File: config.mk
export PLATFORM = sky130hd
export DESIGN_NAME = enum_rr_arbiter
export DESIGN_NICKNAME = d
export VERILOG_FILES = /design/src/rtl/enum_arb_pkg.sv /design/src/rtl/enum_rr_pick.sv /design/src/rtl/enum_rr_arbiter.sv
export SDC_FILE = /design/constraint.sdc
export NUM_CORES = 1
export LEC_CHECK = 0
export ABC_CLOCK_PERIOD_IN_PS = 2200
export CAP_MARGIN = 20
export CORE_MARGIN = 3
export CORE_UTILIZATION = 40
export CTS_CLUSTER_SIZE = 8
export DETAILED_ROUTE_END_ITERATION = 12
export PLACE_DENSITY = 0.72
export SLEW_MARGIN = 20
export SYNTH_ARGS = -nofsm -noshare
export SYNTH_HDL_FRONTEND = slang
export SYNTH_SLANG_ARGS = --single-unit
File: constraint.sdc
create_clock -name clk -period 2.2 [get_ports clk]
set_clock_uncertainty 0.05 [all_clocks]
set_input_delay 0.33 -clock clk [delete_from_list [all_inputs] [get_ports clk]]
set_output_delay 0.33 -clock clk [all_outputs]
set_load 0.02 [all_outputs]
File: src/rtl/enum_arb_pkg.sv
// Shared types for the round-robin arbiter: FSM states, requester ids and
// the id-to-grant decode.
package enum_arb_pkg;

    localparam int NREQ = 4;

    typedef enum logic [1:0] {S_IDLE, S_GRANT, S_GAP} arb_state_t;
    typedef enum logic [1:0] {ID0, ID1, ID2, ID3} req_id_t;

    function automatic logic [NREQ-1:0] id_onehot(input req_id_t id);
        return NREQ'(1) << id;
    endfunction

endpackage

File: src/rtl/enum_rr_pick.sv
// Combinational round-robin picker: first set request scanning upward from
// ptr, wrapping ID3 -> ID0.
module enum_rr_pick
    import enum_arb_pkg::*;
(
    input  logic [NREQ-1:0] req,
    input  req_id_t         ptr,
    output logic            valid,
    output req_id_t         id
);

    // Scan from the farthest offset down so the nearest request to ptr wins.
    always_comb begin
        valid = |req;
        id    = ptr;
        for (int i = NREQ - 1; i >= 0; i--) begin
            if (req[2'(ptr + 2'(i))]) id = req_id_t'(2'(ptr + 2'(i)));
        end
    end

endmodule

File: src/rtl/enum_rr_arbiter.sv
// Four-way round-robin arbiter with registered one-hot grant, optional hold
// limit and a mandatory dead cycle between owners.
module enum_rr_arbiter
    import enum_arb_pkg::*;
#(
    parameter int unsigned MAX_HOLD = 8,
    parameter req_id_t     START_ID = ID0
) (
    input  logic            clk,
    input  logic            rst,
    input  logic [NREQ-1:0] req,
    output logic [NREQ-1:0] gnt,
    output req_id_t         gnt_id,
    output logic            busy,
    output arb_state_t      state_o
);

    localparam int HW = (MAX_HOLD == 0) ? 1 : $clog2(MAX_HOLD + 1);
    localparam logic [HW-1:0] HOLD_LAST = HW'((MAX_HOLD == 0) ? 0 : MAX_HOLD - 1);
    localparam logic [HW-1:0] HOLD_SAT  = '1;

    arb_state_t    state, state_nxt;
    req_id_t       ptr, owner, pick_id;
    logic [HW-1:0] hold_cnt;
    logic          pick_valid;
    logic          rel;

    enum_rr_pick u_pick (
        .req   (req),
        .ptr   (ptr),
        .valid (pick_valid),
        .id    (pick_id)
    );

    // A dropped request and an expired hold budget collapse into one release.
    assign rel = !req[owner] || ((MAX_HOLD != 0) && (hold_cnt == HOLD_LAST));

    always_ff @(posedge clk) begin
        if (!rst) state <= S_IDLE;
        else      state <= state_nxt;
    end

    always_comb begin
        state_nxt = state;
        case (state)
            S_IDLE, S_GAP: state_nxt = pick_valid ? S_GRANT : S_IDLE;
            S_GRANT:       if (rel) state_nxt = S_GAP;
            default: begin
                state_nxt = S_IDLE;
                assert (1'b0);
            end
        endcase
    end

    always_ff @(posedge clk) begin
        if (!rst) begin
            gnt      <= '0;
            owner    <= START_ID;
            ptr      <= START_ID;
            hold_cnt <= '0;
        end else begin
            case (state)
                S_IDLE, S_GAP: begin
                    if (pick_valid) begin
                        owner    <= pick_id;
                        hold_cnt <= '0;
                        gnt      <= id_onehot(pick_id);
                    end
                end
                S_GRANT: begin
                    if (rel) begin
                        gnt <= '0;
                        ptr <= req_id_t'(2'(owner + 2'd1));
                    end else if (hold_cnt != HOLD_SAT) begin
                        hold_cnt <= hold_cnt + 1'b1;
                    end
                end
                default: begin
                    gnt <= '0;
                    assert (1'b0);
                end
            endcase
        end
    end

    always_comb begin
        busy    = (state == S_GRANT);
        gnt_id  = owner;
        state_o = state;
    end

    always @(*) begin
        assert (state != 2'h3);
        assert ($onehot0(gnt));
        assert ((gnt != '0) == (state == S_GRANT));
        assert (busy == (state == S_GRANT));
        if (state == S_GRANT) assert (gnt == id_onehot(owner));
    end

endmodule

==> key figures, run 1 <==
Status
  – Status: completed

Clock network
  – Hold_buf cts: 0
  – Resized Gates After CTS: 0
  – TritonCTS clock tree: yes
  – CTS clk-pin slew, worst paths: 0.08 ns
  – Clock latency on the worst-skew pair: 0.28 ns
  – Post-CTS setup buffers: 0
  – CTS root buf: clkbuf_4
  – CTS Buffer Depth: 2
  – Num CTS Buffers: 3
  – CTS H-Tree Depth: 1
  – Clock Sinks: 14

Layout
  – Fillers: 181
  – Layout cells sized above 1: 11.43%
  – Reg area: 280.3 um2
  – Most frequent cells in the layout: dfxtp_1, clkdlybuf4s50_1, a21oi_1
  – Final net count: 114
  – Final instance area: 1011 um2
  – Multi-input logic area: 518.0 um2
  – Diodes inserted: 0
  – Area growth, synth to finish: 20.60%

Global route
  – Grt ovf: 0
  – First-pass GRT wire length: 3249 um
  – Initial antenna violation count: 0
  – Pin count of the biggest net entering global routing: 10
  – Total track usage: 16.47%
  – Vias in the first global route: 761

Timing
  – TNS Setup: 0 ns
  – RSZ-0062 raised after global routing: no
  – Final Cycle Share: 89.52%
  – Min Tclk post-route: 1.970 ns
  – Final Hold Vio Count: 0
  – Final worst setup slack: 0.2305 ns
  – Slew at the pin closest to its max-slew limit: 0.3533 ns
  – Rel. slew slack: 76.31%
  – Hold_ws: 0.4250 ns
  – Max-slew violation count: 0
  – Final setup vio count: 0
  – FMAX: 507.7 MHz

Logic synthesis
  – Asr flop ratio synth: 0%
  – Syn nets: 98
  – Synthesis-stage register bit count: 14
  – Distinct cells, synth: 38
  – Cells after Synth: 91
  – YS warnings: 0
  – Sequential area share after synthesis: 33.43%
  – Post-synth EDFFs: 0
  – Most common flop cell mapped by yosys: dfxtp_1
  – Syn Area/Cell: 9.212 um2
  – Area of the mapped netlist: 838.3 um2

Floorplanning
  – Die area: 2681 um2
  – DIE HEIGHT: 51.78 um
  – Core area: 1858 um2
  – Die Width: 51.78 um
  – Placement Rows: 15
  – # IOs: 15
  – Initial core utilization: 45.12%

Power and ir drop
  – Switch Pwr: 189.0 uW
  – Pwr per Cell Area: 596.8 nW/um2
  – Leakage: 0.0003457 uW
  – Combinational Power Share: 27.9%
  – Power share of the sequential group: 48.4%
  – Int Power: 414.4 uW
  – Clk pwr share: 23.7%
  – VDD IR max: 365.1 uV
  – Switching share of power: 31.32%

Place
  – Area of placed instances: 988.4 um2
  – Pre-CTS WS: 0.03392 ns
  – PortBufs: 14
  – Hpwl dp: 1387 um
  – RD Place Congestion: 0.7538

Critical path
  – CP Class: flip-flop to output port
  – Crit. End Element: output port
  – R2R cell count: 4
  – RR Startpoint: gnt_id[1]
  – WP data arrival: 1.59 ns
  – R2R Setup Slk: 0.49 ns
  – Worst R2R End: gnt[1]
  – Worst EP required: 1.82 ns
  – Worst-path maximum fanout: 7
  – Crit start category: flip-flop

Route
  – Starting DRC count in detailed routing: 8
  – Drt via density: 5.669
  – Vias: 737
  – DRC viols: 0
  – Wire per inst: 13.84 um
  – Total Routed Length: 1799 um
  – Post-DRT Antenna Nets: 0
  – TritonRoute pass-1 iters: 4

Run
  – MaxCap Viol Count: 0

Hold path
  – Hold Path Depth: 1
  – Critical hold path startpoint: gnt[3]
  – Worst hold path type: flip-flop to flip-flop
  – Worst Hold End: gnt[3]
-- how the worst max path moves through the flow --
stage | start | to | slack, ns | cells past startpoint
after floorplan | gnt_id[1] | gnt[0] | 0.55 | 4
after CTS | state_o[0] | busy | 0.22 | 3
after detailed placement | req[3] | gnt[1] | 0.03 | 5
after global routing | state_o[0] | busy | 0.13 | 3
after global placement | req[3] | gnt[3] | 0.05 | 5
final | state_o[0] | busy | 0.23 | 3
-- registers in the layout (all words and copies together), names as in the netlist --
| register | cells |
|---|---|
| ptr | 2 |
| state_o | 2 |
| gnt | 4 |
| gnt_id | 2 |
| hold_cnt | 4 |
-- logic make-up after synthesis --
| group | synth area share (%) |
|---|---|
| fa+ha+maj | 1.492 |
| compound gates | 31.19 |
| buf+inv | 4.776 |
| simple gates | 22.84 |
| mux | 5.224 |
| xor+xnor | 1.045 |
| flops | 33.43 |
-- power by group through the flow --
| stage | Combinational [uW] | Sequential [uW] | Clock [uW] |
|---|---|---|---|
| 2_1_floorplan | 101 | 305 | 0 |
| 3_5_place_dp | 168 | 298 | 0 |
| 5_1_grt | 185 | 295 | 163 |
| 3_3_place_gp | 167 | 296 | 0 |
| 6_report | 168 | 292 | 143 |
| 4_1_cts | 169 | 292 | 150 |
-- synthesized netlist by cell type (all sizes together) (2+ instances only) --
master / number / share of area, %
a211oi: 2 / 1.8
a21oi: 10 / 6.4
a32o: 4 / 4.8
and2: 4 / 3.0
clkbuf: 2 / 1.2
dfxtp: 14 / 33
inv: 5 / 2.2
nand2: 4 / 1.8
nand2b: 4 / 3.0
nand3b: 3 / 2.7
nor2: 3 / 1.3
o211ai: 2 / 1.8
o21a: 2 / 1.8
o21ai: 6 / 3.6
o21bai: 2 / 1.8
or2: 2 / 1.5
or3: 3 / 2.2
-- layer usage --
layer,vias up,global-route usage (%),part of all wire (%)
met2,17,27.12,49
met4,0,7.860,2.4
met3,5,5.731,4.7
met1,345,18.90,44
met5,-,0,0
li1,370,-,-
-- per-stage QoR --
step                std cells  utilization [%]  power [uW]
floorplan                  91                -       406.1
global placement          127            53.20       463.1
detailed placement        127            53.20       466.3
CTS                       130            54.41       611.2
global route              130            54.41       643.6
finish                    130            54.41       603.3
-- area by class of cell --
type	instances	share of cell area, %
Inverter	5	1.856
Sequential cell	14	27.72
Tap cell	25	3.094
Timing Repair Buffer	14	13.86
Clock buffer	3	2.228
Multi-Input combinational cell	69	51.24
-- worst max-delay path, stage by stage, from the launching register on --
cell             delay, ns
dfxtp_1               0.44
nand2b_1              0.13
inv_1                 0.12
clkdlybuf4s50_1       0.61
Power figures use the tool's default switching activity.
==> run 2: changes to the inputs <==
- PLACE_DENSITY: 0.72 -> 0.65
==> run 2 against run 1 <==
Sequential power barely moved. Wire length fell by 1.1%. Sequential share of layout area fell by 0.57 points. Sequential cell count did not move. Global-route usage fell by 0.74 points. Non-clock buffer count rose by 1. Register-to-register slack barely moved. Worst setup slack got worse by 0.0057 ns. Count of clock-buffer cells in the layout rose by 1. Combinational power barely moved.
==> key figures, run 2 (synthesis results as in run 1) <==
Status
  – Status: completed

Route
  – DRC viols: 0 (unchanged)
  – Starting DRC count in detailed routing: 11 (+3)
  – Total Routed Length: 1779 um (-1.1%)
  – TritonRoute pass-1 iters: 4 (unchanged)
  – Vias: 737 (unchanged)
  – Post-DRT Antenna Nets: 0 (unchanged)
  – Wire per inst: 13.48 um (-2.6%)
  – Drt via density: 5.583 (-1.5%)

Timing
  – Min Tclk post-route: 1.975 ns (+0.005660 ns)
  – TNS Setup: 0 ns (unchanged)
  – Final Cycle Share: 89.78% (+0.26 points)
  – FMAX: 506.3 MHz (-0.29%)
  – Final Hold Vio Count: 0 (unchanged)
  – Slew at the pin closest to its max-slew limit: 0.3627 ns (+0.009416 ns)
  – Final setup vio count: 0 (unchanged)
  – Max-slew violation count: 0 (unchanged)
  – RSZ-0062 raised after global routing: no
  – Final worst setup slack: 0.2248 ns (-0.005660 ns)
  – Rel. slew slack: 75.68% (-0.63 points)

Hold path
  – Critical hold path startpoint: gnt[1]
  – Worst Hold End: gnt[1]
  – Hold Path Depth: 1 (unchanged)
  – Worst hold path type: flip-flop to flip-flop

Critical path
  – Critical Path Slowest Stage Cell: clkdlybuf4s50_1
  – Worst Path Buf+Inv: 2 (unchanged)
  – R2R cell count: 4 (unchanged)
  – WP data arrival: 1.60 ns (about the same)
  – Worst EP required: 1.82 ns (about the same)
  – Worst-path cell chain: nand2b_1, inv_1, clkdlybuf4s50_1
  – Worst R2R End: gnt[0]
  – Crit start category: flip-flop
  – CP Class: flip-flop to output port
  – R2R Setup Slk: 0.49 ns (about the same)
  – RR Startpoint: gnt_id[1]
  – Crit. End Element: output port
  – Slowest cell delay on critical path: 0.62 ns (about the same)
  – Crit. Startpoint: state_o[0]
  – Worst-path maximum fanout: 7 (unchanged)
  – CP delay by family, top: buffers and inverters

Floorplanning
  – Die Width: 51.78 um (unchanged)
  – Core area: 1858 um2 (unchanged)
  – Placement Rows: 15 (unchanged)
  – Die area: 2681 um2 (unchanged)
  – Initial core utilization: 45.12% (unchanged)
  – DIE HEIGHT: 51.78 um (unchanged)
  – # IOs: 15 (unchanged)

Layout
  – Reg area: 280.3 um2 (unchanged)
  – Area growth, synth to finish: 23.13%
  – Layout cells sized above 1: 13.08% (+1.7 points)
  – Biggest regs: gnt: 4 flops, hold_cnt: 4 flops
  – Fillers: 182 (+0.55%)
  – Multi-input logic area: 518.0 um2 (unchanged)
  – Diodes inserted: 0 (unchanged)
  – Most frequent cells in the layout: dfxtp_1, clkdlybuf4s50_1, a21oi_1
  – Final net count: 115 (+0.88%)

Global route
  – Vias in the first global route: 696 (-8.5%)
  – Pin count of the biggest net entering global routing: 10 (unchanged)
  – First-pass GRT wire length: 3160 um (-2.7%)
  – Initial antenna violation count: 0 (unchanged)
  – Grt ovf: 0 (unchanged)
  – Total track usage: 15.72% (-0.74 points)

Power and ir drop
  – Power share of the sequential group: 45.3% (-3.1 points)
  – Switching share of power: 29.77% (-1.6 points)
  – Leakage: 0.0003577 uW (+3.5%)
  – Pwr per Cell Area: 624.1 nW/um2 (+4.6%)
  – Int Power: 452.5 uW (+9.2%)
  – Switch Pwr: 191.8 uW (+1.5%)
  – Clk pwr share: 28.3% (+4.6 points)
  – Total power: 644.2 uW (+6.8%)
  – VDD IR max: 329.2 uV (-9.8%)
  – Combinational Power Share: 26.4% (-1.5 points)

Clock network
  – Hold_buf cts: 0 (unchanged)
  – CTS Buffer Depth: 2 (unchanged)
  – CTS clk-pin slew, worst paths: 0.09 ns (about the same)
  – Clock Sinks: 14 (unchanged)
  – Post-CTS setup buffers: 0 (unchanged)
  – Num CTS Buffers: 3 (unchanged)
  – TritonCTS clock tree: yes
  – CTS H-Tree Depth: 1 (unchanged)
  – Clock latency on the worst-skew pair: 0.28 ns (about the same)
  – CTS root buf: clkbuf_4
  – Resized Gates After CTS: 0 (unchanged)

Place
  – RD Place Congestion: 0.8480 (+12%)
  – Hpwl dp: 1389 um (+0.14%)
  – Pre-CTS WS: 0.04548 ns (+0.01155 ns)
  – PortBufs: 14 (unchanged)

Run
  – MaxCap Viol Count: 0 (unchanged)
==> run 2: cell count changes in the layout (fill, tap and decap cells not counted) <==
cell and change:
buf_4 +1, clkbuf_8 +1
==> run 2: metal layers <==
layer / global-route usage (%) / routed length, um / vias up
met5: 0 / 0 / -
met4: 5.240 / 18 / 0
met3: 3.438 / 41 / 2
met2: 25.21 / 817 / 9
met1: 20.77 / 902 / 351
li1: - / - / 375
==> run 2: worst max path at each step <==
stage	endpoint	slack (ns)	depth (start not counted)
floorplan	gnt[0]	0.55	4
global placement	gnt[2]	0.07	5
detailed placement	gnt[2]	0.05	5
CTS	busy	0.23	3
global route	busy	0.13	3
finish	busy	0.22	3
==> run 2: stage by stage <==
step	cells	util (%)	hold WS (ns)	area [um2]
finish	132	55.56	0.4196	1032
global route	132	55.56	0.4428	1032
CTS	132	55.56	0.4241	1032
detailed placement	128	53.60	0.4048	996.0
global placement	128	53.60	0.3988	996.0
floorplan	91	-	0.3975	838.3
==> run 2: worst reg2reg max path, delay by kind of cell (launching register included) <==
family,cells,cell delay [ns]
compound gates,3,0.67
flops,1,0.47
mux,1,0.40
==> run 2: area by class of cell <==
type / instances / share of cell area [%]
Multi-Input combinational cell: 69 / 50.18
Timing Repair Buffer: 15 / 14.30
Inverter: 5 / 1.818
Tap cell: 25 / 3.030
Sequential cell: 14 / 27.15
Clock buffer: 4 / 3.515
==> run 2: power by group through the flow <==
stage	registers (uW)	clock network (uW)	logic, uW
after floorplan	305	0	101
after global placement	297	0	168
after detailed placement	298	0	170
after CTS	292	186	171
after global routing	296	198	187
final	292	182	170
